### src/rtl/rom_arbiter.sv
// rom_arbiter: shares one registered-read ROM between an instruction-fetch
// port (r0) and a data-load port (r1), one transaction at a time.
// Optional build macro ROM_ARBITER_ROUND_ROBIN_EN: ties go to the port not
// granted last; without it port 0 always wins a tie.
module rom_arbiter #(
    parameter int AW    = 4,
    parameter int DW    = 8,
    parameter int EXTRA = 4
) (
    input  logic                      clk,
    input  logic                      rst_n,
    // port 0: instruction fetch
    input  logic                      r0_valid,
    output logic                      r0_ready,
    input  logic [AW:0]               r0_addr,
    input  logic [EXTRA-1:0]          r0_extra,
    input  logic [AW:0]               r0_lower,
    input  logic [AW:0]               r0_upper,
    output logic                      r0_rsp_valid,
    input  logic                      r0_rsp_ready,
    output logic [(2**EXTRA)*DW-1:0]  r0_rsp_data,
    output logic                      r0_rsp_error,
    // port 1: data load
    input  logic                      r1_valid,
    output logic                      r1_ready,
    input  logic [AW:0]               r1_addr,
    input  logic [EXTRA-1:0]          r1_extra,
    input  logic [AW:0]               r1_lower,
    input  logic [AW:0]               r1_upper,
    output logic                      r1_rsp_valid,
    input  logic                      r1_rsp_ready,
    output logic [(2**EXTRA)*DW-1:0]  r1_rsp_data,
    output logic                      r1_rsp_error,
    // ROM side
    output logic [AW:0]               rom_addr,
    output logic [EXTRA-1:0]          rom_extra,
    output logic [AW:0]               rom_lower,
    output logic [AW:0]               rom_upper,
    input  logic [(2**EXTRA)*DW-1:0]  rom_data,
    input  logic                      rom_error,
    output logic                      busy
);
    localparam int RW = (2**EXTRA)*DW;

    typedef enum logic [1:0] {IDLE, READ, CAPT, RESP} state_t;

    state_t              state, state_nxt;
    logic                gnt;       // port picked this cycle (0/1), meaningful in IDLE
    logic                own;       // port owning the in-flight transaction
    logic                acc;
    logic                rsp_rdy;
    logic [1:0][RW-1:0]  rsp_data_q;
    logic [1:0]          rsp_err_q;

`ifdef ROM_ARBITER_ROUND_ROBIN_EN
    logic last;                     // port granted on the most recent accept

    // remember last winner; reset to port 1 so port 0 takes the first tie
    always_ff @(posedge clk or negedge rst_n) begin
        if (!rst_n)   last <= 1'b1;
        else if (acc) last <= gnt;
    end

    // tie goes away from the last winner, otherwise to whoever asks
    always_comb begin
        gnt = !r0_valid;
        if (r0_valid && r1_valid) gnt = !last;
    end
`else
    // fixed priority: port 1 only when port 0 is not asking
    always_comb begin
        gnt = !r0_valid;
    end
`endif

    // ready only while idle, and only toward the picked port
    always_comb begin
        r0_ready = 1'b0;
        r1_ready = 1'b0;
        if (state == IDLE) begin
            r0_ready = r0_valid && !gnt;
            r1_ready = r1_valid &&  gnt;
        end
    end

    assign acc     = r0_ready || r1_ready;
    assign rsp_rdy = own ? r1_rsp_ready : r0_rsp_ready;

    // next state: fixed READ/CAPT walk, RESP waits for the owner's rsp_ready
    always_comb begin
        state_nxt = state;
        case (state)
            IDLE:    if (acc) state_nxt = READ;
            READ:    state_nxt = CAPT;
            CAPT:    state_nxt = RESP;
            RESP:    if (rsp_rdy) state_nxt = IDLE;
            default: state_nxt = IDLE;
        endcase
    end

    // state register; reset drops any in-flight transaction
    always_ff @(posedge clk or negedge rst_n) begin
        if (!rst_n) state <= IDLE;
        else        state <= state_nxt;
    end

    // latch the winning request onto the ROM bus; held until the next accept
    always_ff @(posedge clk or negedge rst_n) begin
        if (!rst_n) begin
            own       <= 1'b0;
            rom_addr  <= '0;
            rom_extra <= '0;
            rom_lower <= '0;
            rom_upper <= '0;
        end else if (acc) begin
            own       <= gnt;
            rom_addr  <= gnt ? r1_addr  : r0_addr;
            rom_extra <= gnt ? r1_extra : r0_extra;
            rom_lower <= gnt ? r1_lower : r0_lower;
            rom_upper <= gnt ? r1_upper : r0_upper;
        end
    end

    // capture ROM result into the owner's response slot at the end of CAPT
    always_ff @(posedge clk or negedge rst_n) begin
        if (!rst_n) begin
            rsp_data_q <= '0;
            rsp_err_q  <= '0;
        end else if (state == CAPT) begin
            rsp_data_q[own] <= rom_data;
            rsp_err_q[own]  <= rom_error;
        end
    end

    assign r0_rsp_data  = rsp_data_q[0];
    assign r1_rsp_data  = rsp_data_q[1];
    assign r0_rsp_error = rsp_err_q[0];
    assign r1_rsp_error = rsp_err_q[1];
    assign r0_rsp_valid = (state == RESP) && !own;
    assign r1_rsp_valid = (state == RESP) &&  own;
    assign busy         = (state != IDLE);

endmodule
### config.mk
export PLATFORM = sky130hd
export DESIGN_NAME = rom_arbiter
export DESIGN_NICKNAME = d
export VERILOG_FILES = /design/src/rtl/rom_arbiter.sv
export SDC_FILE = /design/constraint.sdc
export NUM_CORES = 1
export LEC_CHECK = 0
export BUFFER_PORTS_ARGS = -buffer_cell sky130_fd_sc_hd__buf_2
export CORE_AREA = 2 2 179 181
export CTS_BUF_LIST = sky130_fd_sc_hd__clkbuf_2 sky130_fd_sc_hd__clkbuf_4 sky130_fd_sc_hd__clkbuf_8
export DETAILED_ROUTE_END_ITERATION = 8
export DIE_AREA = 0 0 181 183
export PLACE_DENSITY = 0.7
export SYNTH_ARGS = -nofsm -noshare
export SYNTH_HDL_FRONTEND = slang
export SYNTH_SLANG_ARGS = --single-unit
### constraint.sdc
create_clock -name clk -period 4 [get_ports clk]
set_input_delay 1.2 -clock clk [delete_from_list [all_inputs] [get_ports clk]]
set_output_delay 1.2 -clock clk [all_outputs]
set_load 0.01 [all_outputs]
Word level (Yosys, flattened, before mapping)
Index checks and enable logic that the tools add are counted.
{"block": "totals", "ff_bits": 280, "input_bits": 173, "wordCells": 42}
{"block": "classes", "order_cmp": 2, "n_eq_ne": 5, "muxes": 16, "n_reduce_logical": 10}
{"cell": "$bwmux W256", "count": 1}
{"cell": "$demux W128 S1", "count": 1}
{"cell": "$mux W128", "count": 1}
{"cell": "$mux W5", "count": 3}
{"cell": "$pmux W2 S4", "count": 1}
{"cell": "$eq A2 B2 Y1 const B", "count": 2}
{"cell": "$logic_and A1 B1 Y1", "count": 4}
{"cell": "$mux W1", "count": 4}
{"cell": "$mux W2", "count": 2}
{"cell": "$mux W4", "count": 1}
{"cell": "$ne A2 B2 Y1 const B", "count": 2}
{"cell": "$bwmux W2", "count": 1}
{"cell": "$eq A2 B1 Y1 const B", "count": 1}
{"cell": "$logic_not A1 Y1", "count": 2}
{"cell": "$logic_not A2 Y1", "count": 1}
{"cell": "$lt A1 B2 Y1 const B", "count": 1}
{"cell": "$reduce_and A2 Y1", "count": 1}
{"cell": "$reduce_bool A2 Y1", "count": 1}
{"cell": "$demux W1 S1", "count": 1}
{"cell": "$ge A1 B1 Y1 const B", "count": 1}
{"cell": "$logic_or A1 B1 Y1", "count": 1}

Logic depth before layout (Yosys ltp)
Gate-level depths: netlist of the first run.
{"block": "logic_depth", "depth_word": 6, "ltp_mapped": 6, "ltp_nobuf": 5}

Least setup slack after synthesis of the first run
OpenSTA, ideal clock, no wires.
{"block": "synth_path", "path_kind": "input to output", "startpoint": "input r0_valid", "endpoint": "output r1_ready", "arrival_time_ns": 1.506, "t_required_ns": 2.800, "slack_ns": 1.294, "path_stages": 2, "n_path_buf": 0, "cell_sequence": "nand3b_1 inv_1"}
{"block": "synth_between", "elab_chain_len": 3}
{"element": "start, declared", "line_no": "13", "source": "input logic r0_valid,"}
{"element": "$logic_not A1 Y1", "line_no": "72", "source": "gnt = !r0_valid;"}
{"element": "$logic_and A1 B1 Y1", "line_no": "82", "source": "r1_ready = r1_valid && gnt;"}
{"element": "$mux W1", "line_no": "80", "source": "if (state == IDLE) begin"}
{"element": "end, declared", "line_no": "25", "source": "output logic r1_ready,"}
Every way passes these cells.

Worst setup path in the final report of the first run
Same ends and word-level chain as after synthesis.

==> summary.txt, run 1 <==
Floorplan
  • Die Width: 181 um
  • DIE AREA: between 30000 and 40000 um2
  • Row Count: 65
  • Core Area: 31200 um2
  • Effective utilization at floorplan: about a third
  • I/O pins: approximately 460
  • Die Ht: between 150 and 200 um

Yosys
  • Mapped Cells: around 630
  • Most frequent cells after synthesis: mux2_2 (297), dfrtp_1 (280), buf_4 (13)
  • Largest area contributor in the netlist: dfrtp_1
  • Avg Inst Size Synth: roughly 17 um2
  • Ys async rst share: between 90% and 100%
  • Syn_nets: between 800 and 900
  • Top_reg_cell synth: dfrtp_1
  • Synth Warn #: 0
  • Most common cell in the netlist: mux2_2
  • Yosys reg bits: 280
  • Synth area leaders: dfrtp_1 (65%), mux2_2 (31%), buf_6 (1.2%), buf_4 (0.91%), ha_1 (0.47%)
  • Cell area after synthesis: 10800 um2
  • Simple-gate share of the synthesized area: 0.407%
  • Post-synth EDFFs: 0
  • Post-synthesis cell type count: 16
  • Complex-gate fraction of the synthesized area: less than 1%
  • Sequential cell area fraction in the yosys report: 65.1%
  • Post-synthesis adder-cell area fraction: less than 1%
  • Synth top area share: approximately two thirds
  • Multiplexer share of the synthesized area: a little under a third
  • Main combinational cell family by area after synthesis: multiplexers
  • Post-Synth XOR/XNOR Area: 0%

Global route
  • Vias in the first global route: between 7000 and 8000
  • Largest net degree at the start of global routing: 94
  • Gr ovfl total: 0
  • Total track usage: ~16%
  • First-pass GRT wire length: around 42000 um
  • Initial antenna violation count: 1

Clock tree
  • Clock slew at reported path FFs: 0.05 ns
  • Clock sinks: between 200 and 300
  • Count of hold-fix buffers inserted at cts: 0
  • Maximum clock insertion buffer count: 3
  • Setup Buffers After CTS: 0
  • Post-CTS Resized: 0
  • Clk_lat worst skew: approximately 0.55 ns
  • H-tree Lvls: 2
  • CTS Buf Count: between 40 and 50
  • CTS tree: done
  • Root buffer cell: clkbuf_8

Route
  • Routed vias: around 7100
  • Routed wire length: 26600 um
  • Via density: around 4.6
  • DRT antenna net count: 0
  • Initial DRC count: about 170
  • Drt wl/cell: ~17 um
  • Drt drc: 0
  • Drt pass-1 iters: 4

Power
  • Power Density: 895 nW/um2
  • Static Leakage: 0.00696 uW
  • Peak supply drop: about 440 uV

Finish
  • FF/Latch Area: 7010 um2
  • Final Non-Filler Cells: between 1500 and 2000
  • Ratio of cells with drive above 1 in the final layout: 74.0%
  • Layout Nets: 1287
  • Area Growth Syn to Fin: 34.8%
  • Area of the multi-input gates: about 3500 um2
  • Fill cells: about 2900

STA
  • Final Cycle Share: between 80% and 90%
  • Max Transition Viols Final: 0
  • Fmax: 310 MHz
  • Final Critical Period: about 3.2 ns
  • Finish-stage setup viols: 0
  • Worst-Margin Slew: 0.801 ns
  • Clock skew: between 0.01 and 0.015 ns
  • Max-slew headroom: between 40% and 50%
  • Final hold violation count: 0
  • RSZ-0062 raised after global routing: no
  • TNS Setup: 0 ns

Place
  • I/O Buffers: between 400 and 500
  • GP Congestion: between 0.8 and 0.9
  • Half-perimeter wire length after detailed placement: roughly 19000 um
  • Placed Cells: between 1000 and 1500

Hold path
  • Hold Path Cell Cnt: 1
  • Min-delay src: r1_rsp_data[100]
  • Worst hold path type: reg2reg
  • Worst Hold End: r1_rsp_data[100]

Worst setup path
  • Critical Path AT: slightly above 2 ns
  • Reg-to-reg slack, setup: about 1.8 ns
  • CP Data Required Time: around 2.8 ns
  • Cells on worst reg2reg path: 5
  • Element type at the critical path start: input pin
  • Worst setup EP type: primary output
  • R2R Path End: r0_rsp_data[67]
  • CP startpoint: r0_valid
  • R2R Path Start: state[0]
  • Kind of critical path: in2out
  • Critical path peak fanout: 21

Job
  • Max_cap viols: 0

Run status
  • Status: completed
logic make-up (layout without fill, tap and decap cells):
logic type      Yosys count  in the layout
flops                   280            280
buf+inv                  36            555
other cells               0              1
fa+ha+maj                 4              4
compound gates            2              2
mux                     299            299
simple gates              8              8
layout by cell type (no fill, tap or decap), drive strengths merged:
cell type	count
and2	1
inv	5
buf	462
ha	4
bufinv	1
diode	1
nand2	3
nor2	1
mux2	297
a32oi	1
clkinv	1
dfrtp	280
o21a	1
mux2i	2
nand3b	1
clkbuf	82
nor2b	2
clkinvlp	4
stage by stage:
step | power [uW] | hold slack (ns) | util, % | worst slack (ns) | area [um2]
6_report | 13000 | 0.496 | 46.4 | 0.770 | 14500
5_1_grt | 13800 | 0.507 | 46.4 | 0.695 | 14500
4_1_cts | 13200 | 0.500 | 46.4 | 0.779 | 14500
3_5_place_dp | 10300 | 0.487 | 43.0 | 0.783 | 13400
3_3_place_gp | 10200 | 0.481 | 43.0 | 0.808 | 13400
2_1_floorplan | 8130 | 0.534 | - | 1.29 | 10800
where the power goes:
part	switching (uW)	internal (uW)	leakage (uW)
Combinational	2460	2710	0.00314
Clock	1120	1650	0.000559
Sequential	706	4320	0.00327
area by class of cell:
type	instances	area share, %
Sequential cell	280	48.3
Multi-Input combinational cell	313	24.1
Timing Repair Buffer	462	16.6
Clock buffer	82	6.96
Tap cell	402	3.47
Clock inverter	6	0.449
Inverter	5	0.129
Antenna cell	1	0.0173
layer usage:
layer  vias up  share of wire [%]  track usage, %
met5         -                  0               0
met2       313                 50            27.3
met1      3535                 38            18.0
met4         0                3.3            6.57
met3        65                8.5            5.24
li1       3200                  -               -
worst max-delay path by stage:
stage / end / cells after the start / slack [ns]
global route: r1_ready / 4 / 0.69
detailed placement: r1_ready / 4 / 0.78
floorplan: r1_ready / 2 / 1.29
finish: r1_ready / 4 / 0.77
global placement: r1_ready / 4 / 0.81
CTS: r1_ready / 4 / 0.78
registers in the layout, summed over array words and instances (netlist names):
signal and count:
r0_rsp_data 128, r1_rsp_data 128, rom_addr 5, rom_lower 5, rom_upper 5, rom_extra 4
rsp_err_q 2, state 2, own 1
worst max-delay path, stage by stage:
cell and delay (ns):
buf_2 0.38, nand3b_1 0.23, inv_1 0.08, buf_2 0.14
Note: power is estimated with default switching activity, not from simulation.
==> run 2, diff against run 1 <==
==> config.mk (replaced) <==
export PLATFORM = sky130hd
export DESIGN_NAME = rom_arbiter
export DESIGN_NICKNAME = d
export VERILOG_FILES = /design/src/rtl/rom_arbiter.sv
export SDC_FILE = /design/constraint.sdc
export NUM_CORES = 1
export LEC_CHECK = 0
export ABC_AREA = 1
export BUFFER_PORTS_ARGS = -buffer_cell sky130_fd_sc_hd__buf_2
export CORE_AREA = 2 2 178 180
export CTS_BUF_LIST = sky130_fd_sc_hd__clkbuf_2 sky130_fd_sc_hd__clkbuf_4 sky130_fd_sc_hd__clkbuf_8
export DETAILED_ROUTE_END_ITERATION = 8
export DIE_AREA = 0 0 180 182
export PLACE_DENSITY = 0.73
export SYNTH_ARGS = -nofsm -noshare
export SYNTH_HDL_FRONTEND = slang
export SYNTH_SLANG_ARGS = --single-unit
==> constraint.sdc (replaced) <==
create_clock -name clk -period 2.6 [get_ports clk]
set_input_delay 0.78 -clock clk [delete_from_list [all_inputs] [get_ports clk]]
set_output_delay 0.78 -clock clk [all_outputs]
set_load 0.01 [all_outputs]
==> run 2 against run 1 <==
  * Core utilization is 0.40 points higher
  * Sequential power up 53%
  * Design area about the same
  * Cell count increased by 32%
  * Total power rose by 48%
  * Clock power grew 43%
  * Largest cell class unchanged
  * Die area down 1.1%
  * Wire length grew 13%
  * Worst hold slack worse by 0.34 ns
  * Clock-buffer cell count down 10
  * Register-to-register slack worse by 1.1 ns
  * Global-route usage up 2.0 points
==> summary.txt, run 2 <==
Run status
  • Status: completed

STA
  • Clock skew: ~0.022 ns
  • Final Cycle Share: between 90 and 100%
  • Fmax: ~410 MHz
  • Final worst slack: around 0.16 ns
  • Worst-Margin Slew: around 0.55 ns
  • TNS Setup: 0 ns
  • Final hold violation count: 0
  • Final Critical Period: roughly 2.4 ns
  • RSZ-0062 raised after global routing: no
  • Max Transition Viols Final: 0
  • Finish-stage setup viols: 0
  • Max-slew headroom: 63.0%

Finish
  • Layout Nets: 1780
  • Most frequent cells in the layout: buf_2 (453), nand2_1 (363), dfrtp_1 (280)
  • Area Growth Syn to Fin: 34.9%
  • Ratio of cells with drive above 1 in the final layout: between 30% and 40%
  • Most common cell after layout, fill and taps aside: buf_2

Clock tree
  • Count of hold-fix buffers inserted at cts: 0
  • Maximum clock insertion buffer count: 3
  • Clk_lat worst skew: 0.55 ns
  • CTS Buf Count: 45
  • Post-CTS Resized: 0
  • Setup Buffers After CTS: 0
  • Clock slew at reported path FFs: 0.06 ns
  • H-tree Lvls: 2
  • CTS tree: done
  • Root buffer cell: clkbuf_8
  • Clock sinks: 280

Route
  • Routed wire length: between 20000 and 30000 um
  • Via density: 4.51
  • Drt pass-1 iters: 4
  • Routed vias: 9212
  • Initial DRC count: between 400 and 500
  • DRT antenna net count: 0
  • Drt drc: 0
  • Drt wl/cell: approximately 15 um

Yosys
  • Most common cell in the netlist: nand2_1
  • Cell area after synthesis: 10800 um2
  • Sequential cell area fraction in the yosys report: about 65%
  • Avg Inst Size Synth: around 9.5 um2
  • Ys async rst share: 100%
  • Mapped Cells: roughly 1100
  • Yosys reg bits: between 200 and 300
  • Syn_nets: about 1300
  • Largest area contributor in the netlist: dfrtp_1
  • Synth Warn #: 0
  • Top_reg_cell synth: dfrtp_1
  • Synth area leaders: dfrtp_1 (65%), nand2_1 (13%), o21ai_1 (7.4%), inv_1 (4.8%), o21ai_0 (4.7%)
  • Most frequent cells after synthesis: nand2_1 (363), dfrtp_1 (280), o21ai_1 (158)
  • Post-synthesis cell type count: 16
  • Post-synth EDFFs: 0
  • Synth top area share: between 60 and 70%

Power
  • Total design power: around 19000 uW
  • Peak supply drop: about 660 uV
  • Power Density: 1320 nW/um2
  • Static Leakage: 0.00826 uW

Place
  • Placement Setup Slack: ~0.41 ns
  • GP Congestion: roughly 0.8
  • Half-perimeter wire length after detailed placement: between 20000 and 25000 um
  • I/O Buffers: about 450

Global route
  • Met2 usage: between 20% and 30%
  • Vias in the first global route: 9244
  • M1 GR Usage: between 20% and 30%
  • First-pass GRT wire length: approximately 48000 um
  • Initial antenna violation count: 5
  • Largest net degree at the start of global routing: 71
  • Gr ovfl total: 0
  • Global route hottest layer: met2
  • GRT met3 Usage: 5.17%
  • Total track usage: 17.8%

Floorplan
  • Die Ht: 182 um
  • Effective utilization at floorplan: 34.7%
  • I/O pins: 455
  • DIE AREA: 32800 um2
  • Row Count: 65
  • Core Area: just over 30000 um2
  • Die Width: roughly 180 um

Worst setup path
  • R2R Path End: r1_rsp_data[23]
  • Critical Path AT: ~1.7 ns
  • R2R Path Start: state[0]
  • Element type at the critical path start: flop
  • Kind of critical path: reg2out
  • Reg-to-reg slack, setup: about 0.64 ns
  • Worst setup EP type: primary output
  • CP Data Required Time: 1.82 ns
  • Cells on worst reg2reg path: 5
  • Critical path peak fanout: 3
  • CP startpoint: state[0]

Job
  • Max_cap viols: 0

Hold path
  • Worst hold path type: in2async
-- run 2: layout make-up --
class / count / area [um2]
Timing Repair Buffer: 483 / 2630
Inverter: 138 / 518
Multi-Input combinational cell: 655 / 2890
Fill cell: 2954 / 16500
Sequential cell: 280 / 7010
Clock buffer: 72 / 891
Clock inverter: 6 / 68.8
Tap cell: 402 / 503
Antenna cell: 5 / 12.5
-- run 2: how the worst max path moves through the flow --
stage	to	slack, ns	depth (start not counted)
after floorplan	r1_ready	0.50	4
after global placement	r1_ready	0.39	5
after detailed placement	r1_ready	0.41	5
after CTS	r1_ready	0.09	5
after global routing	r1_ready	0.04	5
final	r1_ready	0.16	5
-- run 2: per-layer routing --
| layer | wire length (um) | vias up |
|---|---|---|
| met5 | 0 | - |
| li1 | - | 4507 |
| met1 | 11900 | 4225 |
| met4 | 1050 | 0 |
| met3 | 2520 | 74 |
| met2 | 14500 | 406 |
-- run 2: cell families (layout without fill, tap and decap cells) --
kind of cell	after synthesis	after routing	share of synthesized area (%)
flip-flops	280	280	65.1
other	0	5	0
adder cells (fa/ha/maj)	4	4	0.465
AO/OA/AOI/OAI	259	259	12.1
AND/OR/NAND/NOR	392	392	14.1
buffers and inverters	203	699	8.29
-- run 2: per-stage QoR --
step	hold WS [ns]	utilization (%)	instance area [um2]	std cells
floorplan	0.469	-	10800	1138
global placement	0.462	43.7	13500	1958
detailed placement	0.468	43.7	13500	1958
CTS	0.159	46.8	14500	2036
global route	0.164	46.8	14500	2040
finish	0.152	46.8	14500	2041
-- run 2: power breakdown --
group,internal (uW),total [uW],switching (uW)
clock,2270,3970,1700
sequential,6540,7700,1160
combinational,2960,7480,4520
-- run 2: critical path, cell delays in order (launching register included) --
cell and delay [ns]:
dfrtp_1 0.40, inv_1 0.12, ha_1 0.20, nand3_1 0.11, inv_1 0.14, buf_2 0.15
==> run 3, diff against run 2 <==
--- a/config.mk
+++ b/config.mk
@@ -5,7 +5,6 @@
 export SDC_FILE = /design/constraint.sdc
 export NUM_CORES = 1
 export LEC_CHECK = 0
-export ABC_AREA = 1
 export BUFFER_PORTS_ARGS = -buffer_cell sky130_fd_sc_hd__buf_2
 export CORE_AREA = 2 2 178 180
 export CTS_BUF_LIST = sky130_fd_sc_hd__clkbuf_2 sky130_fd_sc_hd__clkbuf_4 sky130_fd_sc_hd__clkbuf_8
==> run 3 against run 2 <==
  * Clock-buffer cell count is 3 higher
  * Cell count down 24%
  * Fmax is 1.1% lower
  * Sequential share of layout area is essentially flat
  * Register-to-register slack worse by 0.04 ns
  * Sequential power up 0.8%
  * Die area stayed put
  * Setup slack got worse by 0.028 ns
  * Via count down 22%
  * Design area about the same
  * Clock power down 2%
  * Highest routed layer unchanged
==> summary.txt, run 3 (synthesized netlist as in run 1, its figures left out) <==
Run status
  • Status: completed

Worst setup path
  • Critical Path AT: 1.69 ns
  • CP Data Required Time: roughly 1.8 ns
  • Reg-to-reg slack, setup: approximately 0.60 ns
  • Slowest cell delay on critical path: approximately 0.38 ns
  • Kind of critical path: reg2out
  • R2R Path End: r0_rsp_data[39]
  • Worst path slowest cell: dfrtp_1
  • Element type at the critical path start: flop
  • Critical Path Most Common Cell: inv_1
  • Cells on worst reg2reg path: 5
  • Worst setup EP type: primary output
  • Critical path peak fanout: 4
  • R2R Path Start: state[0]
  • Critical path cell sequence: inv_1, ha_1, nand2_1, inv_1, buf_2

Clock tree
  • Clk_lat worst skew: about 0.53 ns
  • Count of hold-fix buffers inserted at cts: 0
  • Post-CTS Resized: 0
  • Clock slew at reported path FFs: 0.06 ns
  • Maximum clock insertion buffer count: 3
  • Setup Buffers After CTS: 0
  • Clock sinks: 280
  • H-tree Lvls: 2
  • CTS tree: done
  • CTS Buf Count: 48
  • Root buffer cell: clkbuf_8

Route
  • DRT antenna net count: 0
  • Via density: about 4.6
  • Drt wl/cell: approximately 17 um
  • Routed vias: just over 7000
  • Initial DRC count: 170
  • Routed wire length: ~27000 um
  • Drt drc: 0
  • Drt pass-1 iters: 4

STA
  • Finish-stage setup viols: 0
  • Clock skew: between 0.008 and 0.009 ns
  • Fmax: roughly 400 MHz
  • Final Cycle Share: a little over nine tenths
  • RSZ-0062 raised after global routing: no
  • Max-slew headroom: around 64%
  • Final Hold Slack: ~0.20 ns
  • Final Critical Period: ~2.5 ns
  • TNS Setup: 0 ns
  • Worst-Margin Slew: about 0.54 ns
  • Final hold violation count: 0
  • Max Transition Viols Final: 0

Floorplan
  • Core Area: between 30000 and 40000 um2
  • Effective utilization at floorplan: between 30% and 40%
  • I/O pins: roughly 460
  • Row Count: 65
  • Die Ht: approximately 180 um
  • Die Width: ~180 um
  • DIE AREA: 32800 um2

Power
  • Power Density: 1360 nW/um2
  • Static Leakage: roughly 0.0070 uW
  • Total design power: ~20000 uW
  • Peak supply drop: about 660 uV

Finish
  • Ratio of cells with drive above 1 in the final layout: around 74%
  • N_diodes: 0
  • Post-route cell area: approximately 15000 um2
  • Layout Nets: approximately 1300
  • Most common cell after layout, fill and taps aside: buf_2
  • Area Growth Syn to Fin: 34.8%
  • Post-layout util: between 40% and 50%
  • Most frequent cells in the layout: buf_2 (453), mux2_2 (297), dfrtp_1 (280)

Global route
  • Initial antenna violation count: 0
  • Largest net degree at the start of global routing: 74
  • Vias in the first global route: about 7600
  • Total track usage: between 15 and 20%
  • Gr ovfl total: 0
  • First-pass GRT wire length: roughly 42000 um

Place
  • Dpl cell area: about 14000 um2
  • Half-perimeter wire length after detailed placement: approximately 20000 um
  • I/O Buffers: 454
  • GP Congestion: between 0.8 and 0.9

Job
  • Max_cap viols: 0

Hold path
  • Worst hold path type: in2async
## run 3: worst max path at each step
stage                     slack (ns)     start        to
after global placement          0.49  r0_valid  r1_ready
final                           0.13  state[0]  r0_ready
after CTS                       0.08  state[0]  r0_ready
after detailed placement        0.48  r0_valid  r1_ready
after global routing           0.002  state[0]  r0_ready
after floorplan                 0.73  r0_valid  r1_ready
## run 3: metrics by stage
step,setup slack (ns),instances
6_report,0.127,1550
5_1_grt,0.00224,1550
4_1_cts,0.0834,1550
3_5_place_dp,0.478,1471
3_3_place_gp,0.493,1471
2_1_floorplan,0.734,629
## run 3: power breakdown
group	switching (uW)	internal [uW]
combinational	3790	4210
sequential	1110	6650
clock	1640	2270
## run 3: cell type report
class                           instances  area (um2)
Clock buffer                           75         938
Timing Repair Buffer                  471        2520
Fill cell                            2811       16500
Sequential cell                       280        7010
Tap cell                              402         503
Multi-Input combinational cell        313        3490
Inverter                                5        18.8
Clock inverter                          4        25.0
## run 3: metal layers
metal	global-route usage (%)	vias up	wire [um]
li1	-	3220	-
met1	18.6	3565	10300
met2	27.2	303	13400
met3	4.95	59	2090
met4	6.31	0	833
met5	0	-	0
## run 3: critical path, delay by kind of cell, from the launching register on
kind	cells	cell delay [ns]
adders and majority gates	1	0.25
buffers and inverters	3	0.37
DFF	1	0.38
and+or+nand+nor	1	0.16
